===== src/rtl/mem_arbiter.sv =====
// Single-port bus arbiter between instruction fetch and data access; data wins,
// one transaction outstanding, results held until the whole pipeline advances.
//
// state  | meaning
// IDLE   | no transaction in flight; picks data first, then fetch
// D_REQ  | data request driven on the bus, waiting for addr_ok
// D_WAIT | data address accepted, waiting for data_ok
// I_REQ  | fetch request driven on the bus, waiting for addr_ok
// I_WAIT | fetch address accepted, waiting for data_ok
module mem_arbiter #(
  parameter int AW = 32,
  parameter int DW = 32
) (
  input  logic          clk,
  input  logic          resetn,
  input  logic          inst_req,
  input  logic [AW-1:0] inst_addr,
  output logic [DW-1:0] inst_rdata,
  output logic          i_stall,
  input  logic          data_req,
  input  logic          data_wr,
  input  logic [1:0]    data_size,
  input  logic [AW-1:0] data_addr,
  input  logic [DW-1:0] data_wdata,
  output logic [DW-1:0] data_rdata,
  output logic          d_stall,
  input  logic          ext_stall,
  output logic          bus_req,
  output logic          bus_wr,
  output logic [1:0]    bus_size,
  output logic [AW-1:0] bus_addr,
  output logic [DW-1:0] bus_wdata,
  input  logic          bus_addr_ok,
  input  logic          bus_data_ok,
  input  logic [DW-1:0] bus_rdata
);

  typedef enum logic [2:0] {IDLE, D_REQ, D_WAIT, I_REQ, I_WAIT} st_t;

  st_t           st;
  logic          inst_done;
  logic          data_done;
  logic [DW-1:0] inst_rdata_r;
  logic [DW-1:0] data_rdata_r;
  logic          adv;

  assign i_stall    = inst_req & ~inst_done;
  assign d_stall    = data_req & ~data_done;
  assign adv        = ~i_stall & ~d_stall & ~ext_stall;
  assign inst_rdata = inst_rdata_r;
  assign data_rdata = data_rdata_r;

  always_ff @(posedge clk) begin
    if (!resetn) begin
      st           <= IDLE;
      inst_done    <= 1'b0;
      data_done    <= 1'b0;
      inst_rdata_r <= '0;
      data_rdata_r <= '0;
      bus_req      <= 1'b0;
      bus_wr       <= 1'b0;
      bus_size     <= 2'd0;
      bus_addr     <= '0;
      bus_wdata    <= '0;
    end else begin
      // Done flags survive stalls from the other requester or the divider.
      if (adv) begin
        inst_done <= 1'b0;
        data_done <= 1'b0;
      end
      case (st)
        IDLE: begin
          if (d_stall) begin
            bus_req   <= 1'b1;
            bus_wr    <= data_wr;
            bus_size  <= data_size;
            bus_addr  <= data_addr;
            bus_wdata <= data_wdata;
            st        <= D_REQ;
          end else if (i_stall) begin
            bus_req   <= 1'b1;
            bus_wr    <= 1'b0;
            bus_size  <= 2'd2;
            bus_addr  <= inst_addr;
            bus_wdata <= '0;
            st        <= I_REQ;
          end
        end
        D_REQ: begin
          if (bus_addr_ok) begin
            bus_req <= 1'b0;
            if (bus_data_ok) begin
              data_rdata_r <= bus_rdata;
              data_done    <= 1'b1;
              st           <= IDLE;
            end else begin
              st <= D_WAIT;
            end
          end
        end
        D_WAIT: begin
          if (bus_data_ok) begin
            data_rdata_r <= bus_rdata;
            data_done    <= 1'b1;
            st           <= IDLE;
          end
        end
        I_REQ: begin
          if (bus_addr_ok) begin
            bus_req <= 1'b0;
            if (bus_data_ok) begin
              inst_rdata_r <= bus_rdata;
              inst_done    <= 1'b1;
              st           <= IDLE;
            end else begin
              st <= I_WAIT;
            end
          end
        end
        I_WAIT: begin
          if (bus_data_ok) begin
            inst_rdata_r <= bus_rdata;
            inst_done    <= 1'b1;
            st           <= IDLE;
          end
        end
        default: st <= IDLE;
      endcase
    end
  end

endmodule


===== config.mk =====
export PLATFORM = sky130hd
export DESIGN_NAME = mem_arbiter
export DESIGN_NICKNAME = d
export VERILOG_FILES = /design/src/rtl/mem_arbiter.sv
export SDC_FILE = /design/constraint.sdc
export NUM_CORES = 1
export LEC_CHECK = 0
export ABC_AREA = 1
export BUFFER_PORTS_ARGS = -buffer_cell sky130_fd_sc_hd__buf_4
export CAP_MARGIN = 30
export CORE_MARGIN = 2
export CORE_UTILIZATION = 31
export CTS_CLUSTER_SIZE = 16
export DETAILED_ROUTE_END_ITERATION = 10
export PLACE_DENSITY_LB_ADDON = 0.05
export RECOVER_POWER = 50
export SLEW_MARGIN = 20
export SYNTH_ARGS = -nofsm -noshare
export SYNTH_HDL_FRONTEND = slang
export SYNTH_SLANG_ARGS = --single-unit

===== constraint.sdc =====
create_clock -name clk -period 1.4 [get_ports clk]
set_clock_uncertainty 0.15 [all_clocks]
set_input_delay 0.07 -clock clk [delete_from_list [all_inputs] [get_ports clk]]
set_output_delay 0.07 -clock clk [all_outputs]
set_load 0.05 [all_outputs]

Word level (Yosys, flattened, before mapping)
Cells that the tools add are included.
- add/subtract/negate cells: 0
- multipliers: 0
- divide/modulo/power cells: 0
- order comparisons: 0
- equal/unequal tests: 9
- shift operators: 0
- mux-type cells: 34
- bitwise operators: 9
- reduce and logical (&&, ||, !) cells: 12
- operators by type and width (kind ; count):
    $mux 32 ; 8
    $pmux 32 s2 ; 2
    $mux 3 ; 6
    $pmux 3 s4 ; 1
    $mux 1 ; 11
    $reduce_bool 2->1 ; 4
    $eq 3x2->1 const B ; 2
    $mux 2 ; 3
    $pmux 1 s2 ; 3
    $reduce_and 2->1 ; 3
    $not 1->1 ; 5
    $and 1x1->1 ; 4
    $ne 2x1->1 const B ; 2
    $ne 2x2->1 const B ; 2
    $reduce_and 4->1 ; 1
    $reduce_or 2->1 ; 2
    $eq 3x1->1 const B ; 1
    $eq 3x3->1 const B ; 1
    $logic_not 3->1 ; 1
    $ne 3x3->1 const B ; 1
    $reduce_and 3->1 ; 1
- bits in registers: 137
- bits in latches: 0
- RAM bits: 0
- bits in read-only memories: 0
- input bits: 138
- output and inout port bits: 134
- logic and storage cells: 74
- memories: 0

Longest topological paths before layout
- depth after elaboration: 9
- gate-level depth with buffers: 9

Least setup slack after synthesis
OpenSTA, ideal clock, no wires.
- kind: register to register
- from: register st[0]
- to: register bus_wdata[14]
- library setup time: 0.132 ns
- arrival time: 1.147 ns
- required time: 1.118 ns
- setup slack: -0.029 ns
- stages on the path, launching flop included: 9
- buffers on the path: 2
- clock period less this slack: 1.429 ns
- path through: dfxtp_1 -> nor2_2 -> nand2_4 -> inv_2 -> nand2_2 -> buf_4 -> buf_6 -> nand2_1 -> a21oi_1
- word-level cells in the longest chain between the ends: 2
- RTL lines (element ; RTL line ; source):
    from (decl) ; 40 ; st_t st;
    from (signal assigned) ; 55 ; st <= IDLE;
    from (signal assigned) ; 79 ; st <= D_REQ;
    from (signal assigned) ; 86 ; st <= I_REQ;
    $logic_not 3->1 ; 71 ; case (st)
    $reduce_and 2->1 (no line) ; n/a ;
    to (signal assigned) ; 78 ; bus_wdata <= data_wdata;
    to (decl) ; 32 ; output logic [DW-1:0] bus_wdata,
Every way passes these cells.
A chain may end at the register's enable or synchronous reset.

Final worst setup path
- from: register st[0]
- to: register bus_wdata[0]
Same word-level chain as after synthesis.

==> results.json <==
{
  "outcome": "complete, but fails checks",
  "violations": "setup timing",
  "row_count": 48,
  "floorplan.die_area_um2": 18760,
  "netlist.top_cell.by_area": "sky130_fd_sc_hd__dfxtp_1",
  "final_layout_size_suffix_gt1_share_pct": 41.64,
  "synth_async_sr_flop_share_pct": 0,
  "io_buffers": 271,
  "detail_route.drc_violations": 0,
  "synth_warn": 0,
  "number_of_flops_mapped_to_enable_cells_by_yosys": 0,
  "viasPerCell": 4.704,
  "worst-slew-pin-transition_ns": 0.3259,
  "worst-setup-path-type": "register to register",
  "peakVddDrop_v": 0.0009791,
  "grt_remaining_overflow": 0,
  "hpwlAfterDp_um": 12840,
  "route.detailed.wl_per_inst_um": 15.44,
  "global_route.usage.total_pct": 21.30,
  "critical-path-max-stage-delay_ns": 0.36,
  "worstPathRequired_ns": 1.60,
  "clkLatencyLatePin_ns": 0.42,
  "mappedNetlistNets": 878,
  "antenna_found_initial": 0,
  "leakagePower_nw": 4.748,
  "power_mw": 21.10,
  "setup_viol_count_final": 87,
  "yosysMostFrequentCell": "sky130_fd_sc_hd__nand2_1",
  "ys_types": 19,
  "detail_route.first_pass.iterations": 4,
  "cts_tree": "yes",
  "placeable_area_um2": 17300,
  "critPathArrivalTime_ns": 1.75,
  "slew_viol_final": 0,
  "dr_total_vias": 6628,
  "total_wire_length_um": 21750,
  "gp_weighted_congestion": 0.7613,
  "cap_viol_max_count": 0,
  "power.density_nw_per_um2": 1963,
  "timing_hold_violations_final": 0,
  "clk_path_buf_depth": 2,
  "postRouteAntennaNets": 0,
  "critical_path_slowest_stage_cell": "sky130_fd_sc_hd__dfxtp_4",
  "ys_seq_area_share_pct": 50.03,
  "grt_first_pass_wirelength_um": 31460,
  "min_period_over_period_pct": 110.6,
  "tritoncts.num_buffers": 17,
  "synthToLayoutAreaGrowth_pct": 96.17,
  "clock_tree.root_cell": "sky130_fd_sc_hd__clkbuf_16",
  "dpl_worst_slack_ns": -0.1005,
  "post_synth.cell_area_avg_um2": 7.407,
  "hold_path_class": "input port to register",
  "diodes": 0,
  "number_of_global_route_vias_before_repair": 6517,
  "setup.worst_path.start_class": "register",
  "syn_area_um2": 5482,
  "pin_count_of_the_biggest_net_entering_global_routing": 60,
  "syn-instance-count": 740,
  "post_synth_main_area_contributors": "sky130_fd_sc_hd__dfxtp_1 (50%), sky130_fd_sc_hd__nand2_1 (17%), sky130_fd_sc_hd__a21oi_1 (13%), sky130_fd_sc_hd__nand3_1 (6.5%), sky130_fd_sc_hd__o21ai_0 (2.9%)",
  "setup_slack_ns": -0.1479,
  "ioPinCount": 272,
  "timing.critical_path.cells": "nor2_4 -> nand2_4 -> buf_6 -> nor2_4 -> buf_12 -> clkbuf_16 -> nand2_2 -> a21oi_2",
  "synth_top_area_share_pct": 50.03,
  "clk_sink_count": 137,
  "path_max_fanout": 8,
  "die_w_um": 137.0,
  "clock_tree.htree_level_count": 4,
  "yosys_most_used_dff": "sky130_fd_sc_hd__dfxtp_1",
  "drt_iter0_drc": 262,
  "layout.area.seq_um2": 2751,
  "grt_setup_unrepaired": "true",
  "end_kind": "register",
  "fillers": 1545,
  "final.min_clock_period_ns": 1.548,
  "seq_cells_post_synth": 137,
  "multi_input_area_um2": 2883,
  "initial_utilization_pct": 31.69,
  "layout.nets": 1309,
  "die_span_y_um": 137.0,
  "worst_path_most_repeated_cell": "sky130_fd_sc_hd__nor2_4",
  "synthTopCellsByCount": "sky130_fd_sc_hd__nand2_1 (241), sky130_fd_sc_hd__a21oi_1 (137), sky130_fd_sc_hd__dfxtp_1 (137)",
  "slew_headroom_pct": 78.27,
  "maxClockFrequency_mhz": 646.0,
  "reg_clk_slew_reported_paths_ns": 0.06
}
## report_power, final
group / internal (mW) / total (mW) / switching [mW]
sequential: 4.85 / 5.41 / 0.561
combinational: 4.18 / 11.1 / 6.92
clock: 2.85 / 4.59 / 1.73
total: 11.9 / 21.1 / 9.22
## layer usage
metal	part of all wire [%]	vias up	track usage [%]
li1	-	3299	-
met5	0	-	0
met3	6.1	52	6.333
met4	3.5	0	9.794
met2	47	216	35.68
met1	43	3061	24.98
## logic make-up (layout without fill, tap and decap cells)
group / after synthesis / in the layout / share of synthesized area [%]
AOI/OAI and AO/OA: 169 / 169 / 15.43
and+or+nand+nor: 366 / 366 / 28.05
buffers and inverters: 68 / 512 / 6.482
DFF: 137 / 137 / 50.03
## cell type report
type,instances,area share [%]
Inverter,13,0.5585
Clock buffer,22,4.596
Tap cell,225,2.618
Timing Repair Buffer,467,38.75
Sequential cell,137,25.59
Multi-Input combinational cell,535,26.81
Clock inverter,10,1.082
## registers in the layout, summed over array words and instances, names as in the netlist, 2 cells and up
register / count
bus_size: 2
data_rdata: 32
st: 3
inst_rdata: 32
bus_wdata: 32
bus_addr: 32
## worst paths after layout
| path | start | endpoint | slack (ns) | cells past startpoint |
|---|---|---|---|---|
| setup / recovery | st[0] | bus_wdata[0] | -0.15 | 8 |
| hold / removal | inst_req | inst_done | 0.08 | 6 |
| setup reg to reg | st[0] | bus_wdata[0] | -0.15 | 8 |
| hold reg to reg | bus_wdata[12] | bus_wdata[12] | 0.31 | 2 |
## critical path, delay by kind of cell, from the launching register on
family                 cells  cell delay (ns)
flip-flops                 1             0.36
buffers and inverters      3             0.44
AO/OA/AOI/OAI              1             0.12
AND/OR/NAND/NOR            4             0.40
## placed cells by master, fill, tap and decap left out, types with 30 or more instances in the layout
master and count:
sky130_fd_sc_hd__buf_4 215, sky130_fd_sc_hd__a21oi_2 30, sky130_fd_sc_hd__nand3_1 66, sky130_fd_sc_hd__dfxtp_1 132, sky130_fd_sc_hd__a21oi_1 107, sky130_fd_sc_hd__clkbuf_2 71, sky130_fd_sc_hd__nor2_1 35, sky130_fd_sc_hd__nand2_2 33
sky130_fd_sc_hd__nand2_1 188, sky130_fd_sc_hd__dlygate4sd3_1 135
## per-stage QoR
stage          TNS, ns  util, %  hold slack, ns  instance area [um2]  instances
4_1_cts         -2.110    58.36         0.03248                10090       1392
2_1_floorplan        0        -         0.05571                 5489        740
6_report        -6.511    62.17         0.07962                10750       1409
3_3_place_gp    -4.596    46.17          0.1867                 7985       1219
5_1_grt         -12.61    62.17         0.09978                10750       1409
3_5_place_dp    -5.981    46.17          0.1900                 7985       1219
## repair_timing
action | in CTS | in global routing
hold buffers | 135 | 0
setup buffers | 4 | 5
gates cloned | 2 | 13
resized for setup | 37 | 159
pin swaps | 5 | 38
hold endpoints to repair | 135 | 0
endpoints found under the setup margin | 127 | 138
Note: power is estimated with default switching activity, not from simulation.
